===== src/rtl/idli_rf_m.sv =====
// idli_rf_m: serial-access register file feeding the 4b serial ALU.
// Holds NREGS x 16b registers (r0 reads zero) and streams operands a nibble
// per cycle, LSB nibble first, over a 4-cycle window with nibble write-back.
// Ports:
//   i_rf_gck / i_rf_rst      clock, synchronous active-high reset
//   i_rf_start               open a window; selects are latched with it
//   i_rf_lhs_sel/rhs_sel     operand source registers
//   i_rf_dst_sel, i_rf_wr_en destination register and write enable
//   i_rf_wdata               ALU result nibble for the current position
//   o_rf_lhs / o_rf_rhs      operand nibbles for the current position
//   o_rf_busy, o_rf_ctr      window active, nibble index 0..3
//   o_rf_ctr_last_cycle      ALU last-cycle strobe (high whenever idle)
module idli_rf_m #(
   parameter int NREGS = 8
) (
   input  logic                     i_rf_gck,
   input  logic                     i_rf_rst,
   input  logic                     i_rf_start,
   input  logic [$clog2(NREGS)-1:0] i_rf_lhs_sel,
   input  logic [$clog2(NREGS)-1:0] i_rf_rhs_sel,
   input  logic [$clog2(NREGS)-1:0] i_rf_dst_sel,
   input  logic                     i_rf_wr_en,
   input  logic [3:0]               i_rf_wdata,
   output logic [3:0]               o_rf_lhs,
   output logic [3:0]               o_rf_rhs,
   output logic                     o_rf_busy,
   output logic [1:0]               o_rf_ctr,
   output logic                     o_rf_ctr_last_cycle
);

   localparam int SW = $clog2(NREGS);

   typedef enum logic {
      ST_IDLE,
      ST_ACTIVE
   } state_t;

   state_t        r_state;
   state_t        w_state_nxt;
   logic [1:0]    r_ctr;
   logic [1:0]    w_ctr_nxt;
   logic          w_latch;
   logic [SW-1:0] r_lhs;
   logic [SW-1:0] r_rhs;
   logic [SW-1:0] r_dst;
   logic          r_wr_en;
   logic [15:0]   r_regs [NREGS];
   logic          w_busy;
   logic          w_wr;
   logic [3:0]    w_nib;
   logic [15:0]   w_lhs_word;
   logic [15:0]   w_rhs_word;

   assign w_busy = (r_state == ST_ACTIVE);
   assign w_nib  = {r_ctr, 2'b00};

   always_comb begin
      w_state_nxt = r_state;
      w_ctr_nxt   = r_ctr;
      w_latch     = 1'b0;
      unique case (r_state)
         ST_IDLE: begin
            if (i_rf_start) begin
               w_state_nxt = ST_ACTIVE;
               w_ctr_nxt   = 2'd0;
               w_latch     = 1'b1;
            end
         end
         ST_ACTIVE: begin
            if (r_ctr == 2'd3) begin
               // Last nibble: chain straight into a new window or drop to idle.
               w_ctr_nxt = 2'd0;
               if (i_rf_start) begin
                  w_latch = 1'b1;
               end else begin
                  w_state_nxt = ST_IDLE;
               end
            end else begin
               w_ctr_nxt = r_ctr + 2'd1;
            end
         end
         default: begin
            w_state_nxt = ST_IDLE;
            w_ctr_nxt   = 2'd0;
         end
      endcase
   end

   always_ff @(posedge i_rf_gck) begin
      if (i_rf_rst) begin
         r_state <= ST_IDLE;
         r_ctr   <= 2'd0;
         r_lhs   <= '0;
         r_rhs   <= '0;
         r_dst   <= '0;
         r_wr_en <= 1'b0;
      end else begin
         r_state <= w_state_nxt;
         r_ctr   <= w_ctr_nxt;
         if (w_latch) begin
            r_lhs   <= i_rf_lhs_sel;
            r_rhs   <= i_rf_rhs_sel;
            r_dst   <= i_rf_dst_sel;
            r_wr_en <= i_rf_wr_en;
         end
      end
   end

   // Only the nibble at the current position is written, so reads of the
   // same register at that position still see the pre-write value.
   assign w_wr = w_busy && r_wr_en && (r_dst != '0);

   always_ff @(posedge i_rf_gck) begin
      if (i_rf_rst) begin
         for (int i = 0; i < NREGS; i++) begin
            r_regs[i] <= 16'd0;
         end
      end else if (w_wr) begin
         r_regs[r_dst][w_nib +: 4] <= i_rf_wdata;
      end
   end

   assign w_lhs_word = r_regs[r_lhs];
   assign w_rhs_word = r_regs[r_rhs];

   assign o_rf_lhs = (w_busy && r_lhs != '0) ? w_lhs_word[w_nib +: 4] : 4'd0;
   assign o_rf_rhs = (w_busy && r_rhs != '0) ? w_rhs_word[w_nib +: 4] : 4'd0;

   assign o_rf_busy           = w_busy;
   assign o_rf_ctr            = r_ctr;
   assign o_rf_ctr_last_cycle = !w_busy || (r_ctr == 2'd3);

endmodule


===== config.mk =====
export PLATFORM = sky130hd
export DESIGN_NAME = idli_rf_m
export DESIGN_NICKNAME = d
export VERILOG_FILES = /design/src/rtl/idli_rf_m.sv
export SDC_FILE = /design/constraint.sdc
export NUM_CORES = 1
export LEC_CHECK = 0
export CAP_MARGIN = 20
export CORE_MARGIN = 4
export CORE_UTILIZATION = 25
export DETAILED_ROUTE_END_ITERATION = 10
export PLACE_DENSITY_LB_ADDON = 0.3
export SYNTH_ARGS = -nofsm -noshare
export SYNTH_HDL_FRONTEND = slang
export SYNTH_SLANG_ARGS = --single-unit

===== constraint.sdc =====
create_clock -name i_rf_gck -period 2.3 [get_ports i_rf_gck]
set_input_delay 0.46 -clock i_rf_gck [delete_from_list [all_inputs] [get_ports i_rf_gck]]
set_output_delay 0.46 -clock i_rf_gck [all_outputs]
set_load 0.01 [all_outputs]

==> impl_summary.md <==
Synthesis
Synthesis produced 605 cells. The post-synthesis sequential area ratio is 53.81%. The average size of a mapped cell is ~13 µm². Yosys mapped a number of flops with a built-in enable equal to between 100 and 150. The proportion of synthesized flip-flops having asynchronous set or reset is 0%. The count of cell types in the netlist is 35. The total number of yosys warnings is 0. The register bit count reported by yosys is approximately 150. For this run, the leading register cell type out of synthesis is edfxtp_1. Summing every instance area after synthesis gives between 7000 and 8000 µm².

CTS
For the worst-skew pair, the clock arrives at the later sink with an insertion delay of roughly 0.43 ns. The H-tree was split into 4 levels. After clock tree synthesis, the clock-pin slew on the worst setup and hold paths is 0.06 ns. The number of clock sinks seen by CTS is 147. The master cell of the clock root buffer is clkbuf_16.

Counting along the longest clock path gives a buffer depth of 2. TritonCTS built the clock tree. Clock tree synthesis inserted a total of 17 buffers.

Drt
The routed length per instance is slightly below 20 µm. Once detail routing completed, the nets flagged for antenna violations numbered 0. The total DRC errors in the routed layout is 0.

The number of DRC markers after the initial detailed-route iteration is ~450. The average via count per standard cell is between 4 and 5. The detailed router placed about 5300 vias in this run. The pre-antenna-repair detailed-routing pass consisted of 5 iterations.

The final layout contains routed wiring with a total length of ~22000 µm.

STA
The final clock skew is 0.01015 ns. The setup slack after layout is -0.3503 ns. The worst path uses 115.2% of the clock period. The transition at the pin with the smallest max-transition slack is 0.6913 ns. Setup repair after global routing could not meet its margin everywhere. The number of max-slew violations in the final report was 0. Timing would allow up to 377.3 MHz.

Measured against its own limit, the worst slew margin works out to between 50% and 60%. The number of hold violations in the final report is 0. Setup violations remaining at the end of the flow were counted as 8. The time the worst path needs with I/O delays and setup is 2.650 ns.

Floorplanning
The row count is 64. Measured along the x axis, the die boundary spans between 150 and 200 µm. The total area inside the core boundary comes to 30750 µm². For this configuration, the core starts out at a cell density of 25.53%. The vertical die dimension is roughly 190 µm. The die area is about 34000 µm². The boundary pin count is 29.

Global routing
Global routing used 12.98% of the available tracks. The fraction of met3 tracks used by global routing is 2.592%. The largest net degree at the start of global routing is between 50 and 60. The first global-routing pass estimated around 33000 µm of wire. The global routing met2 resource utilization is 21.30%. The number of antenna violations at the first check in global routing is 0. The total overflow left after global routing is 0. The number of global-route vias before repair came to approximately 5500. After global routing, the most crowded layer is met2. The met1 usage in global routing is about 18%.

Min path
The min-delay analysis places its worst path in the category reg -> reg.

Worst setup path
STA classifies the critical path startpoint as a flop. The category of the worst setup path capture point is an output port. The critical path data arrival time is 2.19 ns. The delay of the slowest cell on the worst path is around 0.5 ns. The cell with the biggest individual delay on the critical path is mux4_2. The type of the worst setup path is reg -> out.

The maximum fanout along the worst path is 5. The signal on the critical path passes through buf_12, buf_6, buf_6, mux4_2, mux2i_1, a221o_1, a21oi_1, buf_2. The required time of the critical path is roughly 1.8 ns. The library cell appearing most often on the critical path is buf_6.

Pwr
The leakage component of the power is approximately 3.5 nW. The worst-case IR drop observed on VDD is 0.4121 mV. The total power per unit cell area is between 600 and 700 nW/µm².

Run
The total of max-cap violations is 0.

Layout
The post-route netlist has a little under a third of its cells at a drive strength greater than 1. In the final design database the tool counted between 700 and 800 nets. The signed area change from the synthesized netlist to the final layout is 27.75%.

The area of all placed cells without fillers is approximately 10000 µm². The repair_antennas step left the layout with diodes totalling 0. The filler-free cell count of the finished design is 1134.

Outcome
The flow ran to the end, but the final reports show violations. The checks that failed: setup timing.

Place
The worst setup slack after placement is -0.3510 ns. The congestion estimate from routability-driven global placement came to 0.8035. The total placed instance area is 9195 µm². The quantity of I/O buffers inserted on ports is 28. The final HPWL from detailed placement is ~16000 µm.

The instance count after placement with tap cells included is between 1000 and 1500.
-- area by class of cell --
cell class / count / area [µm²]
Sequential cell: 147 / 4238
Clock buffer: 17 / 425.4
Multi-Input combinational cell: 436 / 3482
Fill cell: 3121 / 20720
Clock inverter: 15 / 138.9
Timing Repair Buffer: 120 / 1237
Inverter: 3 / 11.26
Tap cell: 396 / 495.5
-- per-layer routing --
metal	vias to the layer above	wire (µm)
met1	2678	9881
met2	151	10610
li1	2486	-
met4	0	428
met3	23	1081
met5	-	0
-- registers in the layout, indices dropped and copies added (netlist names), named ones only --
name       count
o_rf_ctr       2
r_wr_en        1
r_dst          3
r_rhs          3
r_lhs          3
o_rf_busy      1
r_regs       128
-- through the flow --
stage	hold WS [ns]	power [mW]	TNS [ns]	util, %
final	0.4745	6.638	-2.341	32.61
after global routing	0.5112	6.858	-2.926	32.61
after CTS	0.4769	6.663	-2.598	32.41
after detailed placement	0.4676	3.939	-2.436	29.90
after global placement	0.4641	3.934	-2.315	29.90
after floorplan	0.4481	3.586	0	-
-- cells by family after synthesis --
group | Yosys count | synth area share, %
flip-flops | 147 | 53.81
other | 1 | 0.04777
multiplexers | 104 | 22.52
AND/OR/NAND/NOR | 255 | 14.97
buffers and inverters | 37 | 3.235
AO/OA/AOI/OAI | 55 | 4.463
adder cells (fa/ha/maj) | 6 | 0.9563
-- critical path: cells and delay by family, from the launching register on --
family / cells / cell delay (ns)
AOI/OAI and AO/OA: 2 / 0.24
DFF: 1 / 0.40
muxes: 2 / 0.65
buffers and inverters: 4 / 0.47
-- cells in the mapped netlist (10+ instances only) --
library cell / number / area share [%]
nand3_1: 10 / 0.64
nand2_1: 72 / 3.4
mux4_1: 31 / 10
mux2i_1: 48 / 6.1
clkbuf_1: 12 / 0.57
nor2_1: 121 / 5.8
nand2b_1: 29 / 2.3
buf_4: 11 / 1.1
a21oi_1: 29 / 1.8
mux4_2: 17 / 4.9
dfxtp_1: 19 / 4.8
edfxtp_1: 128 / 49
-- final timing paths --
kind	start	endpoint	slack, ns	depth (start not counted)
hold reg to reg	r_lhs[2]	flop	0.47	2
hold / removal	r_lhs[2]	flop	0.47	2
setup / recovery	flop	o_rf_lhs[0]	-0.35	8
setup reg to reg	o_rf_ctr[1]	r_regs[1][11]	0.22	8
-- power breakdown --
| part | internal (mW) | total (mW) | switching (mW) |
|---|---|---|---|
| registers | 3.00 | 3.09 | 0.0819 |
| clock network | 1.43 | 2.66 | 1.23 |
| logic | 0.452 | 0.894 | 0.442 |
-- cells in the final DEF, fill, tap and decap left out, drive strengths merged --
cell	count
a31oi	8
and2	2
and3	1
mux4	48
a22oi	8
a221o	8
edfxtp	128
conb	16
clkinvlp	1
ha	6
a21oi	29
nor3b	10
o31ai	2
mux2	8
clkdlybuf4s50	19
inv	10
nand2b	29
nand3b	1
clkbuf	17
buf	101
nor2b	4
dfxtp	19
mux2i	48
nand3	10
nor2	121
and3b	2
nor3	3
nand2	72
clkinv	7
-- timing repair --
action,CTS,global route
buffers inserted,16,0
pin swaps,13,8
cloned,3,0
hold buffers,0,0
gates resized for setup,87,21
endpoints found under the setup margin,8,61
Note: power is estimated with default switching activity, not from simulation.
